==> src/rtl/clock12_ampm_scan.sv <==
// 12-hour HH:MM:SS AM/PM timekeeper with a registered 4-digit multiplexed display driver.
// Time is stored as BCD digit pairs so that display codes come straight from the registers.
module clock12_ampm_scan #(
  parameter int ONE_SEC_CYCLES = 40_000_000,
  parameter int SCAN_CYCLES    = 10_000
) (
  input  logic       clk,
  input  logic       rst,
  input  logic       run_en,
  input  logic       mode,
  input  logic       hr_inc,
  input  logic       min_inc,
  output logic [3:0] bcd,
  output logic [3:0] ftsd_ctl,
  output logic       sec_tick,
  output logic       pm
);

  localparam int PW = (ONE_SEC_CYCLES > 1) ? $clog2(ONE_SEC_CYCLES) : 1;
  localparam int SW = (SCAN_CYCLES > 1) ? $clog2(SCAN_CYCLES) : 1;
  localparam logic [PW-1:0] PRESC_LAST = PW'(ONE_SEC_CYCLES - 1);
  localparam logic [SW-1:0] SCAN_LAST  = SW'(SCAN_CYCLES - 1);

  logic [PW-1:0] r_presc;
  logic          r_sec_tick;
  logic [2:0]    r_sec_t;
  logic [3:0]    r_sec_o;
  logic [2:0]    r_min_t;
  logic [3:0]    r_min_o;
  logic          r_hr_t;
  logic [3:0]    r_hr_o;
  logic          r_pm;
  logic [SW-1:0] r_scan_cnt;
  logic [1:0]    r_idx;
  logic [3:0]    r_bcd;
  logic [3:0]    r_ftsd;

  logic       w_sec_wrap;
  logic       w_min_step;
  logic       w_hr_carry;
  logic       w_hr_step;
  logic       w_hr_is11;
  logic       w_hr_is12;
  logic [3:0] w_code;
  logic [3:0] w_sel;

  // A manual minute step swallows the carry so the minute moves exactly once
  // and the hour is not dragged along by the wrap.
  assign w_sec_wrap = r_sec_tick && (r_sec_t == 3'd5) && (r_sec_o == 4'd9);
  assign w_min_step = min_inc || w_sec_wrap;
  assign w_hr_carry = w_sec_wrap && !min_inc && (r_min_t == 3'd5) && (r_min_o == 4'd9);
  assign w_hr_step  = hr_inc || w_hr_carry;
  assign w_hr_is11  = r_hr_t && (r_hr_o == 4'd1);
  assign w_hr_is12  = r_hr_t && (r_hr_o == 4'd2);

  always_ff @(posedge clk or posedge rst) begin
    if (rst) begin
      r_presc    <= '0;
      r_sec_tick <= 1'b0;
    end else if (run_en) begin
      if (r_presc == PRESC_LAST) begin
        r_presc    <= '0;
        r_sec_tick <= 1'b1;
      end else begin
        r_presc    <= r_presc + PW'(1);
        r_sec_tick <= 1'b0;
      end
    end else begin
      r_sec_tick <= 1'b0;
    end
  end

  always_ff @(posedge clk or posedge rst) begin
    if (rst) begin
      r_sec_t <= 3'd0;
      r_sec_o <= 4'd0;
    end else if (r_sec_tick) begin
      if (r_sec_o == 4'd9) begin
        r_sec_o <= 4'd0;
        r_sec_t <= (r_sec_t == 3'd5) ? 3'd0 : r_sec_t + 3'd1;
      end else begin
        r_sec_o <= r_sec_o + 4'd1;
      end
    end
  end

  always_ff @(posedge clk or posedge rst) begin
    if (rst) begin
      r_min_t <= 3'd0;
      r_min_o <= 4'd0;
    end else if (w_min_step) begin
      if (r_min_o == 4'd9) begin
        r_min_o <= 4'd0;
        r_min_t <= (r_min_t == 3'd5) ? 3'd0 : r_min_t + 3'd1;
      end else begin
        r_min_o <= r_min_o + 4'd1;
      end
    end
  end

  // Hours run 12,1..11,12; the AM/PM flag flips only on entering 12.
  always_ff @(posedge clk or posedge rst) begin
    if (rst) begin
      r_hr_t <= 1'b1;
      r_hr_o <= 4'd2;
      r_pm   <= 1'b0;
    end else if (w_hr_step) begin
      if (w_hr_is11) begin
        r_pm <= ~r_pm;
      end
      if (w_hr_is12) begin
        r_hr_t <= 1'b0;
        r_hr_o <= 4'd1;
      end else if (r_hr_o == 4'd9) begin
        r_hr_t <= 1'b1;
        r_hr_o <= 4'd0;
      end else begin
        r_hr_o <= r_hr_o + 4'd1;
      end
    end
  end

  always_ff @(posedge clk or posedge rst) begin
    if (rst) begin
      r_scan_cnt <= '0;
      r_idx      <= 2'd0;
    end else if (r_scan_cnt == SCAN_LAST) begin
      r_scan_cnt <= '0;
      r_idx      <= r_idx + 2'd1;
    end else begin
      r_scan_cnt <= r_scan_cnt + SW'(1);
    end
  end

  always_comb begin
    w_code = 4'd15;
    if (!mode) begin
      case (r_idx)
        2'd3:    w_code = r_hr_t ? 4'd1 : 4'd15;
        2'd2:    w_code = r_hr_o;
        2'd1:    w_code = {1'b0, r_min_t};
        default: w_code = r_min_o;
      endcase
    end else begin
      case (r_idx)
        2'd3:    w_code = r_pm ? 4'd12 : 4'd10;
        2'd2:    w_code = 4'd11;
        2'd1:    w_code = {1'b0, r_sec_t};
        default: w_code = r_sec_o;
      endcase
    end
  end

  assign w_sel = ~(4'b0001 << r_idx);

  always_ff @(posedge clk or posedge rst) begin
    if (rst) begin
      r_bcd  <= 4'd0;
      r_ftsd <= 4'b1110;
    end else begin
      r_bcd  <= w_code;
      r_ftsd <= w_sel;
    end
  end

  assign bcd      = r_bcd;
  assign ftsd_ctl = r_ftsd;
  assign sec_tick = r_sec_tick;
  assign pm       = r_pm;

endmodule

==> config.mk <==
export PLATFORM = sky130hd
export DESIGN_NAME = clock12_ampm_scan
export DESIGN_NICKNAME = d
export VERILOG_FILES = /design/src/rtl/clock12_ampm_scan.sv
export SDC_FILE = /design/constraint.sdc
export NUM_CORES = 1
export LEC_CHECK = 0
export CORE_MARGIN = 1
export CORE_UTILIZATION = 40
export DETAILED_ROUTE_END_ITERATION = 12
export HOLD_SLACK_MARGIN = 0.03
export SETUP_SLACK_MARGIN = 0.15
export SYNTH_ARGS = -nofsm -noshare
export SYNTH_HDL_FRONTEND = slang
export SYNTH_SLANG_ARGS = --single-unit
==> constraint.sdc <==
create_clock -name clk -period 3 [get_ports clk]
set_input_delay 0.45 -clock clk [delete_from_list [all_inputs] [get_ports clk]]
set_output_delay 0.45 -clock clk [all_outputs]
set_load 0.01 [all_outputs]
==> flow_summary.json <==
{
  "status": "finished, final reports clean",
  "swShare": 0.286,
  "synthArstFlopShare": 1.00,
  "hold_viol": 0,
  "numPortBuffers": 15,
  "maxSlewHeadroom": 0.555,
  "drt-total-wl_microns": 6530,
  "grt_usage": 0.163,
  "initial_utilization": 0.419,
  "clockPowerShare": 0.341,
  "irDropWorstVdd_v": 0.000285,
  "grt_first_pass_wirelength_microns": 11300,
  "synthCells": 340,
  "synth_cell_types": 53,
  "first_global_vias": 2404,
  "yosys.cell_count.top_type": "dfrtp_1",
  "cts_tree": "done",
  "gp_congestion": 0.806,
  "regArea_sq_um": 1780,
  "setup_tns_ns": 0,
  "fin_util": 0.482,
  "nNetsFinal": 379,
  "core_area_sq_um": 8340,
  "dieWidth_microns": 95.5,
  "vias_per_cell": 5.28,
  "setup-violations-final": 0,
  "cts-buffers-inserted": 9,
  "antennaDiodeCount": 0,
  "cap_violations": 0,
  "wl_met3_microns": 284,
  "fin_worst_skew_ns": 0.0133,
  "ioPinCount": 16,
  "rsz0062_at_grt": "false",
  "fin_crit_sh": 0.692,
  "end_kind": "register",
  "min_period_ns": 2.08,
  "antenna_found_initial": 0,
  "max_freq_mhz": 482,
  "worstMarginPinSlew_ns": 0.667,
  "synth_edf_count": 0,
  "postCtsSetupRepairBufs": 0,
  "cts_resized": 0,
  "drive_above_1_share": 0.102,
  "critPathBufInv": 1,
  "clkSinkCount": 71,
  "fillers": 767,
  "max_stage_delay_ns": 0.54,
  "yosys_warnings": 0,
  "cts-root-buf": "clkbuf_8",
  "ys.flop_type": "dfrtp_1",
  "die_y_microns": 95.5,
  "power.density_nw_per_um2": 615,
  "seqPwrFrac": 0.509,
  "top_layer": "met4",
  "combPwrFrac": 0.150,
  "crit_chain": "or4b_1 > nor4_2 > buf_4 > nor2_2 > mux2_2",
  "intPower_mw": 1.77,
  "cp.required_ns": 3.23,
  "power.switching_mw": 0.708,
  "wirelength_met1_microns": 3060,
  "grt_max_degree": 42,
  "finalMaxSlewViolations": 0,
  "synth_area_leader_cell": "dfrtp_1",
  "syn_area_per_cell_sq_um": 10.3,
  "worstSetupStartpointType": "register",
  "synth.top_cells.by_count": "dfrtp_1, nor2_1, nand3_1, nand2_1, o21ai_0",
  "path_delay_family": "simple AND/OR/NAND/NOR gates",
  "grt_overflow_total": 0,
  "holdBufCountCts": 0,
  "drc_errors": 0,
  "drt-pass1-iter-count": 5,
  "path_class": "reg -> reg",
  "path_max_fanout": 8,
  "clk_path_buf_depth": 2,
  "multi_input_area_sq_um": 1630,
  "ys_ff_latch": 71,
  "hold_class": "reg -> reg",
  "dr_wl_met2_microns": 3090,
  "drt_iter0_markers": 81,
  "dp_hpwl_microns": 4660,
  "synth_seq_area_share": 0.510,
  "ant_nets": 0,
  "leakagePower_nw": 1.69,
  "clk_pin_slew_ns": 0.07,
  "dr_total_vias": 2511,
  "routedWlPerCell_microns": 13.7,
  "crit_arrival_ns": 2.31,
  "slowest_stage": "or4b_1",
  "synthesis.nets": 353,
  "synth_top_area_share": 0.473,
  "num_rows": 33,
  "synthToLayoutAreaGrowth_pct": 15.2,
  "clk_latency_ns": 0.35,
  "cts.htree.levels": 3,
  "synthTopCellsByArea": "dfrtp_1, xnor2_1, xor2_1",
  "dieArea_sq_um": 9110,
  "synth_area_sq_um": 3490
}
-- worst reg2reg max path: stages, from the launching register on --
cell and delay, ns:
dfrtp_1 0.42, or4b_1 0.55, nor4_2 0.48, buf_4 0.24, nor2_2 0.04, mux2_2 0.25
-- final timing paths --
| path | start | end | slack [ns] | cells after the start |
|---|---|---|---|---|
| setup / recovery | r_scan_cnt[6]$_DFF_PP0_ | r_scan_cnt[12]$_DFF_PP0_ | 0.92 | 5 |
| hold / removal | r_scan_cnt[13]$_DFF_PP0_ | r_scan_cnt[13]$_DFF_PP0_ | 0.49 | 1 |
| setup reg to reg | r_scan_cnt[6]$_DFF_PP0_ | r_scan_cnt[12]$_DFF_PP0_ | 0.92 | 5 |
| hold reg to reg | r_scan_cnt[13]$_DFF_PP0_ | r_scan_cnt[13]$_DFF_PP0_ | 0.49 | 1 |
| max in group asynchronous | rst | r_presc[21]$_DFFE_PP0P_ | 1.84 | 3 |
| min in group asynchronous | rst | pm$_DFFE_PP0P_ | 0.51 | 2 |
-- cell usage in the layout (no fill, tap or decap), types with 2 or more instances in the layout --
| cell | n |
|---|---|
| a21oi_1 | 8 |
| a221oi_1 | 3 |
| a31o_2 | 2 |
| and2_1 | 3 |
| and3_1 | 2 |
| buf_4 | 4 |
| bufinv_16 | 2 |
| clkbuf_8 | 9 |
| clkdlybuf4s50_1 | 15 |
| clkinv_4 | 2 |
| dfrtp_1 | 66 |
| dfstp_2 | 5 |
| ha_1 | 7 |
| inv_1 | 14 |
| mux2i_1 | 6 |
| nand2_1 | 27 |
| nand2b_1 | 9 |
| nand3_1 | 28 |
| nand4_1 | 12 |
| nand4bb_1 | 3 |
| nor2_1 | 29 |
| nor2_2 | 2 |
| nor2b_1 | 7 |
| nor3_1 | 7 |
| o21ai_0 | 21 |
| or3_1 | 5 |
| or4_1 | 2 |
| or4b_1 | 3 |
| xnor2_1 | 20 |
| xor2_1 | 17 |
-- power groups by stage --
stage / logic [mW] / registers [mW] / clock network [mW]
after floorplan: 0.278 / 1.23 / 0
after global placement: 0.366 / 1.28 / 0
after detailed placement: 0.374 / 1.28 / 0
after CTS: 0.376 / 1.26 / 0.878
after global routing: 0.416 / 1.28 / 0.924
final: 0.370 / 1.26 / 0.845
-- stage by stage --
stage	worst slack, ns	instance area, sq um	hold slack [ns]	power [mW]	cells
final	0.924	4020	0.491	2.47	476
after global routing	0.761	4020	0.509	2.62	476
after CTS	0.915	4020	0.494	2.51	476
after detailed placement	0.917	3800	0.480	1.65	460
after global placement	0.958	3800	0.469	1.64	460
after floorplan	0.762	3490	0.438	1.51	340
-- cell families after synthesis --
family / count (synthesis) / share of synthesized area
simple gates: 151 / 0.241
flops: 71 / 0.510
compound gates: 46 / 0.0817
xor+xnor: 37 / 0.0928
buf+inv: 20 / 0.0226
mux: 8 / 0.0269
fa+ha+maj: 7 / 0.0251
-- flip-flops by register name, indices dropped and copies added (netlist names) --
register,cells
bcd,4
ftsd_ctl,4
pm,1
r_hr_o,4
r_hr_t,1
r_idx,2
r_min_o,4
r_min_t,3
r_presc,26
r_scan_cnt,14
r_sec_o,4
r_sec_t,3
sec_tick,1
-- layout make-up --
| class | instances | area share |
|---|---|---|
| clock buffers | 10 | 0.0317 |
| clock inverters | 6 | 0.0233 |
| inverters | 15 | 0.0140 |
| multi-input cells | 249 | 0.405 |
| flip-flops and latches | 71 | 0.443 |
| well taps | 105 | 0.0326 |
| repair buffers | 20 | 0.0498 |
-- per-layer routing --
metal	up-vias	global-route usage
li1	1246	-
met1	1208	0.210
met2	48	0.258
met3	9	0.0558
met4	0	0.0485
met5	-	0
Note: power is estimated with default switching activity, not from simulation.
